File: config.mk
export PLATFORM = sky130hd
export DESIGN_NAME = usb_rx_sampler
export DESIGN_NICKNAME = d
export VERILOG_FILES = /design/src/rtl/usb_rx_pkg.sv /design/src/rtl/rx_sync.sv /design/src/rtl/usb_rx_sampler.sv
export SDC_FILE = /design/constraint.sdc
export NUM_CORES = 1
export LEC_CHECK = 0
export ABC_CLOCK_PERIOD_IN_PS = 3000
export BUFFER_PORTS_ARGS = -buffer_cell sky130_fd_sc_hd__buf_2
export CAP_MARGIN = 10
export CORE_AREA = 4 4 41 43
export DETAILED_ROUTE_END_ITERATION = 16
export DIE_AREA = 0 0 45 47
export GPL_ROUTABILITY_DRIVEN = 0
export PLACE_DENSITY = 0.78
export RECOVER_POWER = 100
export SETUP_SLACK_MARGIN = 0.02
export SLEW_MARGIN = 15
export SYNTH_ARGS = -nofsm -noshare
export SYNTH_HDL_FRONTEND = slang
export SYNTH_HIERARCHICAL = 1
export SYNTH_SLANG_ARGS = --single-unit
File: constraint.sdc
create_clock -name clk -period 3 [get_ports clk]
set_clock_uncertainty 0.1 [all_clocks]
set_input_delay 0.15 -clock clk [delete_from_list [all_inputs] [get_ports clk]]
set_output_delay 0.15 -clock clk [all_outputs]
set_load 0.01 [all_outputs]
File: src/rtl/usb_rx_pkg.sv
// Shared types and constants for the USB receive sampler.
// Line encodings are {dp, dm}.
package usb_rx_pkg;

   typedef enum logic [1:0] {
      IDLE,
      RECEIVE,
      EOP1,
      EOP2
   } rx_state_t;

   localparam int unsigned CLKS_PER_BIT_DEF = 8;
   localparam int unsigned SAMPLE_POINT_DEF = 3;

   localparam logic [1:0] J_STATE = 2'b10;
   localparam logic [1:0] K_STATE = 2'b01;
   localparam logic [1:0] SE0     = 2'b00;

endpackage

File: src/rtl/rx_sync.sv
// Two-flop synchronizer for one asynchronous line, with a configurable reset level.
module rx_sync #(
   parameter logic RESET_VAL = 1'b0
) (
   input  logic clk,
   input  logic rst,
   input  logic din,
   output logic dout
);

   logic s1_q;
   logic s2_q;

   always_ff @(posedge clk) begin
      if (rst) begin
         s1_q <= RESET_VAL;
         s2_q <= RESET_VAL;
      end else begin
         s1_q <= din;
         s2_q <= s1_q;
      end
   end

   assign dout = s2_q;

endmodule

File: src/rtl/usb_rx_sampler.sv
// USB receive front end: line synchronization, edge-aligned bit sampling,
// NRZI decoding and SOP/EOP detection feeding the bit unstuffer.
module usb_rx_sampler
   import usb_rx_pkg::*;
#(
   parameter int unsigned CLKS_PER_BIT = CLKS_PER_BIT_DEF,
   parameter int unsigned SAMPLE_POINT = SAMPLE_POINT_DEF
) (
   input  logic clk,
   input  logic rst,
   input  logic d_plus_in,
   input  logic d_minus_in,
   output logic D_Orig,
   output logic shift_enable,
   output logic receiving,
   output logic eop
);

   localparam int unsigned CW = $clog2(CLKS_PER_BIT);
   localparam logic [CW-1:0] CNT_MAX    = CW'(CLKS_PER_BIT - 1);
   localparam logic [CW-1:0] SAMPLE_CNT = CW'(SAMPLE_POINT);

   logic          dp;
   logic          dm;
   logic          dp_prev_q;
   logic [CW-1:0] cnt_q;
   rx_state_t     state_q;
   rx_state_t     state_d;
   logic          prev_level_q;
   logic          prev_level_d;
   logic          d_orig_q;
   logic          d_orig_d;
   logic          shift_en_q;
   logic          shift_en_d;
   logic          receiving_q;
   logic          receiving_d;
   logic          eop_q;
   logic          eop_d;

   logic [1:0]    line;
   logic          edge_det;
   logic          is_se0;
   logic          is_j;
   logic          sample;
   logic          sop;

   rx_sync #(.RESET_VAL(1'b1)) u_sync_dp (
      .clk  (clk),
      .rst  (rst),
      .din  (d_plus_in),
      .dout (dp)
   );

   rx_sync #(.RESET_VAL(1'b0)) u_sync_dm (
      .clk  (clk),
      .rst  (rst),
      .din  (d_minus_in),
      .dout (dm)
   );

   assign line     = {dp, dm};
   assign edge_det = dp ^ dp_prev_q;
   assign is_se0   = (line == SE0);
   assign is_j     = (line == J_STATE);
   // An edge landing on the sample slot re-aligns the counter and suppresses the sample.
   assign sample   = (state_q != IDLE) && (cnt_q == SAMPLE_CNT) && !edge_det;
   assign sop      = (state_q == IDLE) && edge_det && !dp;

   always_ff @(posedge clk) begin
      if (rst) begin
         dp_prev_q <= 1'b1;
         cnt_q     <= '0;
      end else begin
         dp_prev_q <= dp;
         if (state_q == IDLE || edge_det) begin
            cnt_q <= '0;
         end else if (cnt_q == CNT_MAX) begin
            cnt_q <= '0;
         end else begin
            cnt_q <= cnt_q + 1'b1;
         end
      end
   end

   // FSM state register
   always_ff @(posedge clk) begin
      if (rst) begin
         state_q <= IDLE;
      end else begin
         state_q <= state_d;
      end
   end

   // FSM next state
   always_comb begin
      state_d = state_q;
      unique case (state_q)
         IDLE: begin
            if (sop) state_d = RECEIVE;
         end
         RECEIVE: begin
            if (sample && is_se0) state_d = EOP1;
         end
         EOP1: begin
            if (sample) state_d = is_se0 ? EOP2 : RECEIVE;
         end
         EOP2: begin
            // J completes the EOP, SE0 keeps waiting, anything else aborts.
            if (sample && !is_se0) state_d = IDLE;
         end
         default: state_d = IDLE;
      endcase
   end

   // FSM outputs
   always_comb begin
      shift_en_d   = sample && !is_se0 && (state_q == RECEIVE || state_q == EOP1);
      eop_d        = sample && is_j && (state_q == EOP2);
      receiving_d  = (state_d != IDLE);
      d_orig_d     = shift_en_d ? (dp == prev_level_q) : d_orig_q;
      prev_level_d = prev_level_q;
      if (sop) begin
         prev_level_d = 1'b1;
      end else if (sample && !is_se0) begin
         prev_level_d = dp;
      end
   end

   always_ff @(posedge clk) begin
      if (rst) begin
         prev_level_q <= 1'b1;
         d_orig_q     <= 1'b1;
         shift_en_q   <= 1'b0;
         receiving_q  <= 1'b0;
         eop_q        <= 1'b0;
      end else begin
         prev_level_q <= prev_level_d;
         d_orig_q     <= d_orig_d;
         shift_en_q   <= shift_en_d;
         receiving_q  <= receiving_d;
         eop_q        <= eop_d;
      end
   end

   assign D_Orig       = d_orig_q;
   assign shift_enable = shift_en_q;
   assign receiving    = receiving_q;
   assign eop          = eop_q;

endmodule
# After elaboration in Yosys (flattened, before gate mapping)

Index checks and enable logic that the tools add are counted.

Mux-type cells: 6
Magnitude comparators: 0
Reductions and logical operators: 20
Shift operators: 0
Multipliers: 0
Add/subtract/negate cells: 1
Equality and inequality tests: 7
Bitwise logic cells: 1
Divide/modulo/power cells: 0

Operators with widths:

| operator                                                              | count |
|---|---|
| 2-bit two-way mux                                                     | 5 |
| 1-bit logical AND                                                     | 9 |
| 2-bit one-hot mux with 4 select lines                                 | 1 |
| 2-bit equality test, second input constant                            | 3 |
| 2-bit zero test                                                       | 2 |
| 2-bit nonzero test                                                    | 2 |
| 3-bit by 1-bit adder with 3-bit output, second input constant         | 1 |
| 3-bit by 2-bit equality test with 1-bit output, second input constant | 1 |
| 3-bit equality test, second input constant                            | 1 |
| 1-bit zero test                                                       | 3 |
| 3-bit OR reduction                                                    | 1 |
| 2-bit by 1-bit equality test with 1-bit output, second input constant | 1 |
| 1-bit logical OR                                                      | 2 |
| 2-bit OR reduction                                                    | 1 |
| 1-bit equality test                                                   | 1 |
| 1-bit XOR                                                             | 1 |

Latch bits: 0
Memories kept: 0
Bits of input ports: 4
Bits in registers: 15
Memory bits (read-only): 0
Output and inout bits: 4
Memory bits (writable): 0
Word-level logic and storage cells: 47

# Longest topological paths before layout

Depth in word-level cells: 7
Mapped depth: 6
Depth with buffers taken out: 6

# Hierarchy

Netlist, hierarchy kept.

Modules (own cells, without submodules):

| module         | area an instance (um2) | instances | cells each | seq. area each (um2) |
|---|---|---|---|---|
| usb_rx_sampler | 625.6                  | 1         | 64         | 220.2 |
| rx_sync        | 52.6                   | 2         | 4          | 40.0 |

# Least setup slack after synthesis

OpenSTA, ideal clock, no wires.

Path type: reg-to-reg
Start: register state_q[0]
End: register receiving_q, in the netlist receiving
Clock period less this slack: 1.742 ns
Setup time: 0.130 ns
Path slack: 1.258 ns
Stages on the path, launching flop included: 7
Data arrival time: 1.512 ns
Buffers on the path: 0
Data required time: 2.770 ns
Path through: dfxtp_1 > inv_1 > ha_1 > nor2b_2 > o21ai_2 > a2111oi_2 > o32ai_1

Word-level cells in the longest chain between the ends: 7
Elaborated cells on any way between the ends: 17
Classes of those cells: 3 x eq/ne; 5 x mux; 9 x reduce/logical

Ends and longest elaborated chain:

| item                                        | line                                         | text |
|---|---|---|
| from (decl)                                 | usb_rx_sampler.sv:27                         | `rx_state_t state_q;` |
| from (signal assigned)                      | usb_rx_sampler.sv:90                         | `state_q <= state_d;` |
| 2-bit nonzero test                          | usb_rx_sampler.sv:66                         | `assign sample = (state_q != IDLE) && (cnt_q == SAMPLE_CNT) && !edge_det;` |
| 1-bit logical AND (2 in a row)              | usb_rx_sampler.sv:66                         |  |
| 1-bit logical AND, on equally long branches | usb_rx_sampler.sv:109, usb_rx_sampler.sv:102 |  |
| 2-bit two-way mux, on equally long branches | usb_rx_sampler.sv:109, usb_rx_sampler.sv:102 |  |
| 2-bit one-hot mux with 4 select lines (*)   | usb_rx_sampler.sv:97                         | `unique case (state_q)` |
| 2-bit nonzero test (*)                      | usb_rx_sampler.sv:119                        | `receiving_d = (state_d != IDLE);` |
| to (signal assigned)                        | usb_rx_sampler.sv:140                        | `receiving_q <= receiving_d;` |
| to (decl)                                   | usb_rx_sampler.sv:35                         | `logic receiving_q;` |

Every way passes the cells marked *; elsewhere a longest branch is shown, timed or not.
A chain may end at the register's enable or synchronous reset.

# Worst setup path after layout

Same ends and word-level chain as after synthesis.

==> flow_summary.json <==
{
  "outcome": "complete, no violations",
  "clockBufferDepth": 2,
  "insertion_delay_ns": 0.28,
  "drt_iter0_markers": 10,
  "firstDrtPassIters": 4,
  "cts-buffers-inserted": 3,
  "hold_viol_final": 0,
  "synthTopCellsByArea": "dfxtp_1 (41%), ha_1 (12%), buf_6 (3.1%), o21a_1 (3.1%), inv_1 (2.6%)",
  "cts-resized-gates": 0,
  "synth_top_family_by_area": "simple AND/OR/NAND/NOR gates",
  "synthAdderAreaFrac": 0.1199,
  "synthSimpleGateAreaFrac": 0.1935,
  "rsz0062_at_grt": "no",
  "p_leak_uw": 0.0003357,
  "critPathKind": "reg -> reg",
  "reg2reg_slack_ns": 0.81,
  "path_clk_slew_ns": 0.08,
  "cp_max_fo": 8,
  "worstReg2RegEnd": "receiving$_SDFF_PP0_",
  "place_hpwl_microns": 949.2,
  "yosys_warnings": 6,
  "fin_crit_ns": 2.187,
  "port_buffers": 7,
  "yosys_register_bits": 15,
  "post_synth_mux_area_share": 0.01541,
  "critPathTopFamily": "compound AO/OA/AOI/OAI gates",
  "ff_latch_area_sq_um": 300.3,
  "multi_input_area_sq_um": 382.9,
  "finalSetupViolations": 0,
  "drv_slew": 0,
  "synth_cell_types": 30,
  "grt_pass1_vias": 527,
  "ant_nets": 0,
  "wl_per_cell_microns": 13.02,
  "postSynthAreaPerCell_sq_um": 10.15,
  "design.die.area_sq_um": 2115,
  "cts_htree_levels": 1,
  "fillers": 114,
  "required_ns": 3.06,
  "grt_first_pass_wirelength_microns": 2201,
  "drc": 0,
  "synth_compound_area_frac": 0.1798,
  "finalSetupTns_ns": 0,
  "core_sq_um": 1301,
  "fmax_ghz": 0.4573,
  "num_io_pins": 8,
  "worst_pin_slew_ns": 0.4183,
  "die_x_microns": 45,
  "pwr_density_cell_nw_per_um2": 463.0,
  "cp_cell_sequence": "inv_1 > ha_1 > nor2b_1 > o21ai_0 > a2111oi_2 > o32ai_1",
  "cp-start-kind": "flop",
  "postCtsSetupRepairBufs": 0,
  "synth_xor_xnor_area_share": 0.02397,
  "crit_slowest_cell": "a2111oi_2",
  "power.total_uw": 369.6,
  "syn_inst": 72,
  "hold_buffers": 2,
  "stdcell_count": 98,
  "syn-cell-area_sq_um": 730.7,
  "drt-vias-per-instance": 5.510,
  "vias": 540,
  "post-route-util": 0.6135,
  "crit_buf_inv": 1,
  "worstReg2RegStart": "state_q[0]$_SDFF_PP0_",
  "diodes": 0,
  "synth_top_area_frac": 0.4110,
  "grt_overflow": 0,
  "clockRootBuffer": "clkbuf_4",
  "syn_nets": 83,
  "reg2reg_depth": 6,
  "slew_headroom": 0.7182,
  "drive_gt1_frac": 0.1687,
  "hold_end": "u_sync_dm/s1_q$_SDFF_PP0_",
  "hold_class": "in -> reg",
  "placed_cell_area_sq_um": 762.0,
  "cp.arrival_ns": 2.24,
  "cts_sinks": 15,
  "die_y_microns": 47,
  "ys_seq_area_frac": 0.4110,
  "critPathCaptureType": "flop",
  "wirelength_microns": 1276,
  "yosys.area.top_type": "dfxtp_1",
  "rows": 13,
  "layout_worst_path_cycle_share": 0.7289,
  "min_path_cells": 2,
  "gr-usage-all-layers": 0.1482,
  "irDropWorstVdd_mv": 0.3020,
  "design_area_sq_um": 798.3,
  "final_nets": 95,
  "cts_tree": "done",
  "min-delay-start": "rst",
  "grt_max_degree": 13,
  "max_stage_delay_ns": 0.46,
  "syn2layout_area_growth_pct": 9.247,
  "max_cap_violations": 0,
  "antenna_found_initial": 0,
  "dp.cells": 92,
  "start_util": 0.5615
}
sequential cells by signal, summed over array words and instances, names as in the netlist:
signal / flops
cnt_q: 3
state_q: 2
D_Orig: 1
dp_prev_q: 1
eop: 1
prev_level_q: 1
receiving: 1
shift_enable: 1
u_sync_dm/dout: 1
u_sync_dm/s1_q: 1
u_sync_dp/dout: 1
u_sync_dp/s1_q: 1
cell type report:
type,count,share of cell area
tap,15,0.02351
multi-input combinational,50,0.4796
sequential,15,0.3762
clock buffer,3,0.02821
clock inverter,1,0.006270
timing repair buffer,9,0.06270
inverter,5,0.02351
Yosys cell counts (all sizes together):
library cell	instances
o211ai	2
a221o	1
nor4b	1
o32ai	1
o21a	3
a21oi	1
a31o	1
mux2	1
o21ai	4
a31oi	1
or4	1
a21boi	1
nor3b	1
dfxtp	15
and2	1
ha	7
or2	3
nor2	5
buf	2
inv	5
xor2	2
nor3	2
nand2	4
nor2b	4
nand3b	1
a2111oi	1
a21o	1
how the worst max path moves through the flow:
stage,start,endpoint,depth (start not counted)
finish,state_q[0]$_SDFF_PP0_,receiving$_SDFF_PP0_,6
CTS,state_q[0]$_SDFF_PP0_,receiving$_SDFF_PP0_,6
global route,state_q[0]$_SDFF_PP0_,receiving$_SDFF_PP0_,6
detailed placement,state_q[0]$_SDFF_PP0_,receiving$_SDFF_PP0_,6
floorplan,state_q[0]$_SDFF_PP0_,receiving$_SDFF_PP0_,6
global placement,state_q[0]$_SDFF_PP0_,receiving$_SDFF_PP0_,6
cell usage in the layout (no fill, tap or decap), drive strengths merged:
cell type | Yosys | routed
nor4b | 1 | 1
nor3 | 2 | 2
dlygate4sd3 | 0 | 2
or4 | 1 | 1
or2 | 3 | 3
a21boi | 1 | 1
nor2b | 4 | 4
and2 | 1 | 1
ha | 7 | 7
mux2 | 1 | 1
buf | 2 | 3
nand2 | 4 | 4
dfxtp | 15 | 15
a2111oi | 1 | 1
o211ai | 2 | 2
o21a | 3 | 3
inv | 5 | 5
o21ai | 4 | 4
nand3b | 1 | 1
a31o | 1 | 1
a31oi | 1 | 1
a21o | 1 | 1
xor2 | 2 | 2
nor2 | 5 | 5
nor3b | 1 | 1
a21oi | 1 | 1
o32ai | 1 | 1
clkbuf | 0 | 7
clkinv | 0 | 1
a221o | 1 | 1
cell families after synthesis:
family                   count (synthesis)
AO/OA/AOI/OAI                           17
XOR/XNOR                                 2
flip-flops                              15
multiplexers                             1
buffers and inverters                    7
AND/OR/NAND/NOR                         23
adder cells (fa/ha/maj)                  7
where the power goes:
group	switching (uW)	leakage [uW]	internal (uW)
combinational	23.4	0.000196	21.9
sequential	6.42	0.000122	206
clock	62.4	0.0000177	49.4
total	92.3	0.000336	277
through the flow:
stage / hold slack, ns / worst slack, ns
after floorplan: 0.1216 / 1.258
after global placement: 0.2306 / 1.142
after detailed placement: 0.2386 / 1.052
after CTS: 0.06611 / 1.043
after global routing: 0.1017 / 0.5756
final: 0.07635 / 0.8134
routing by layer:
layer	vias to the layer above	wire length (microns)	track usage
met5	-	0	0
li1	271	-	-
met1	246	562	0.1678
met4	0	42	0.1345
met3	6	73	0.03065
met2	17	597	0.2345
Note: power is estimated with default switching activity, not from simulation.
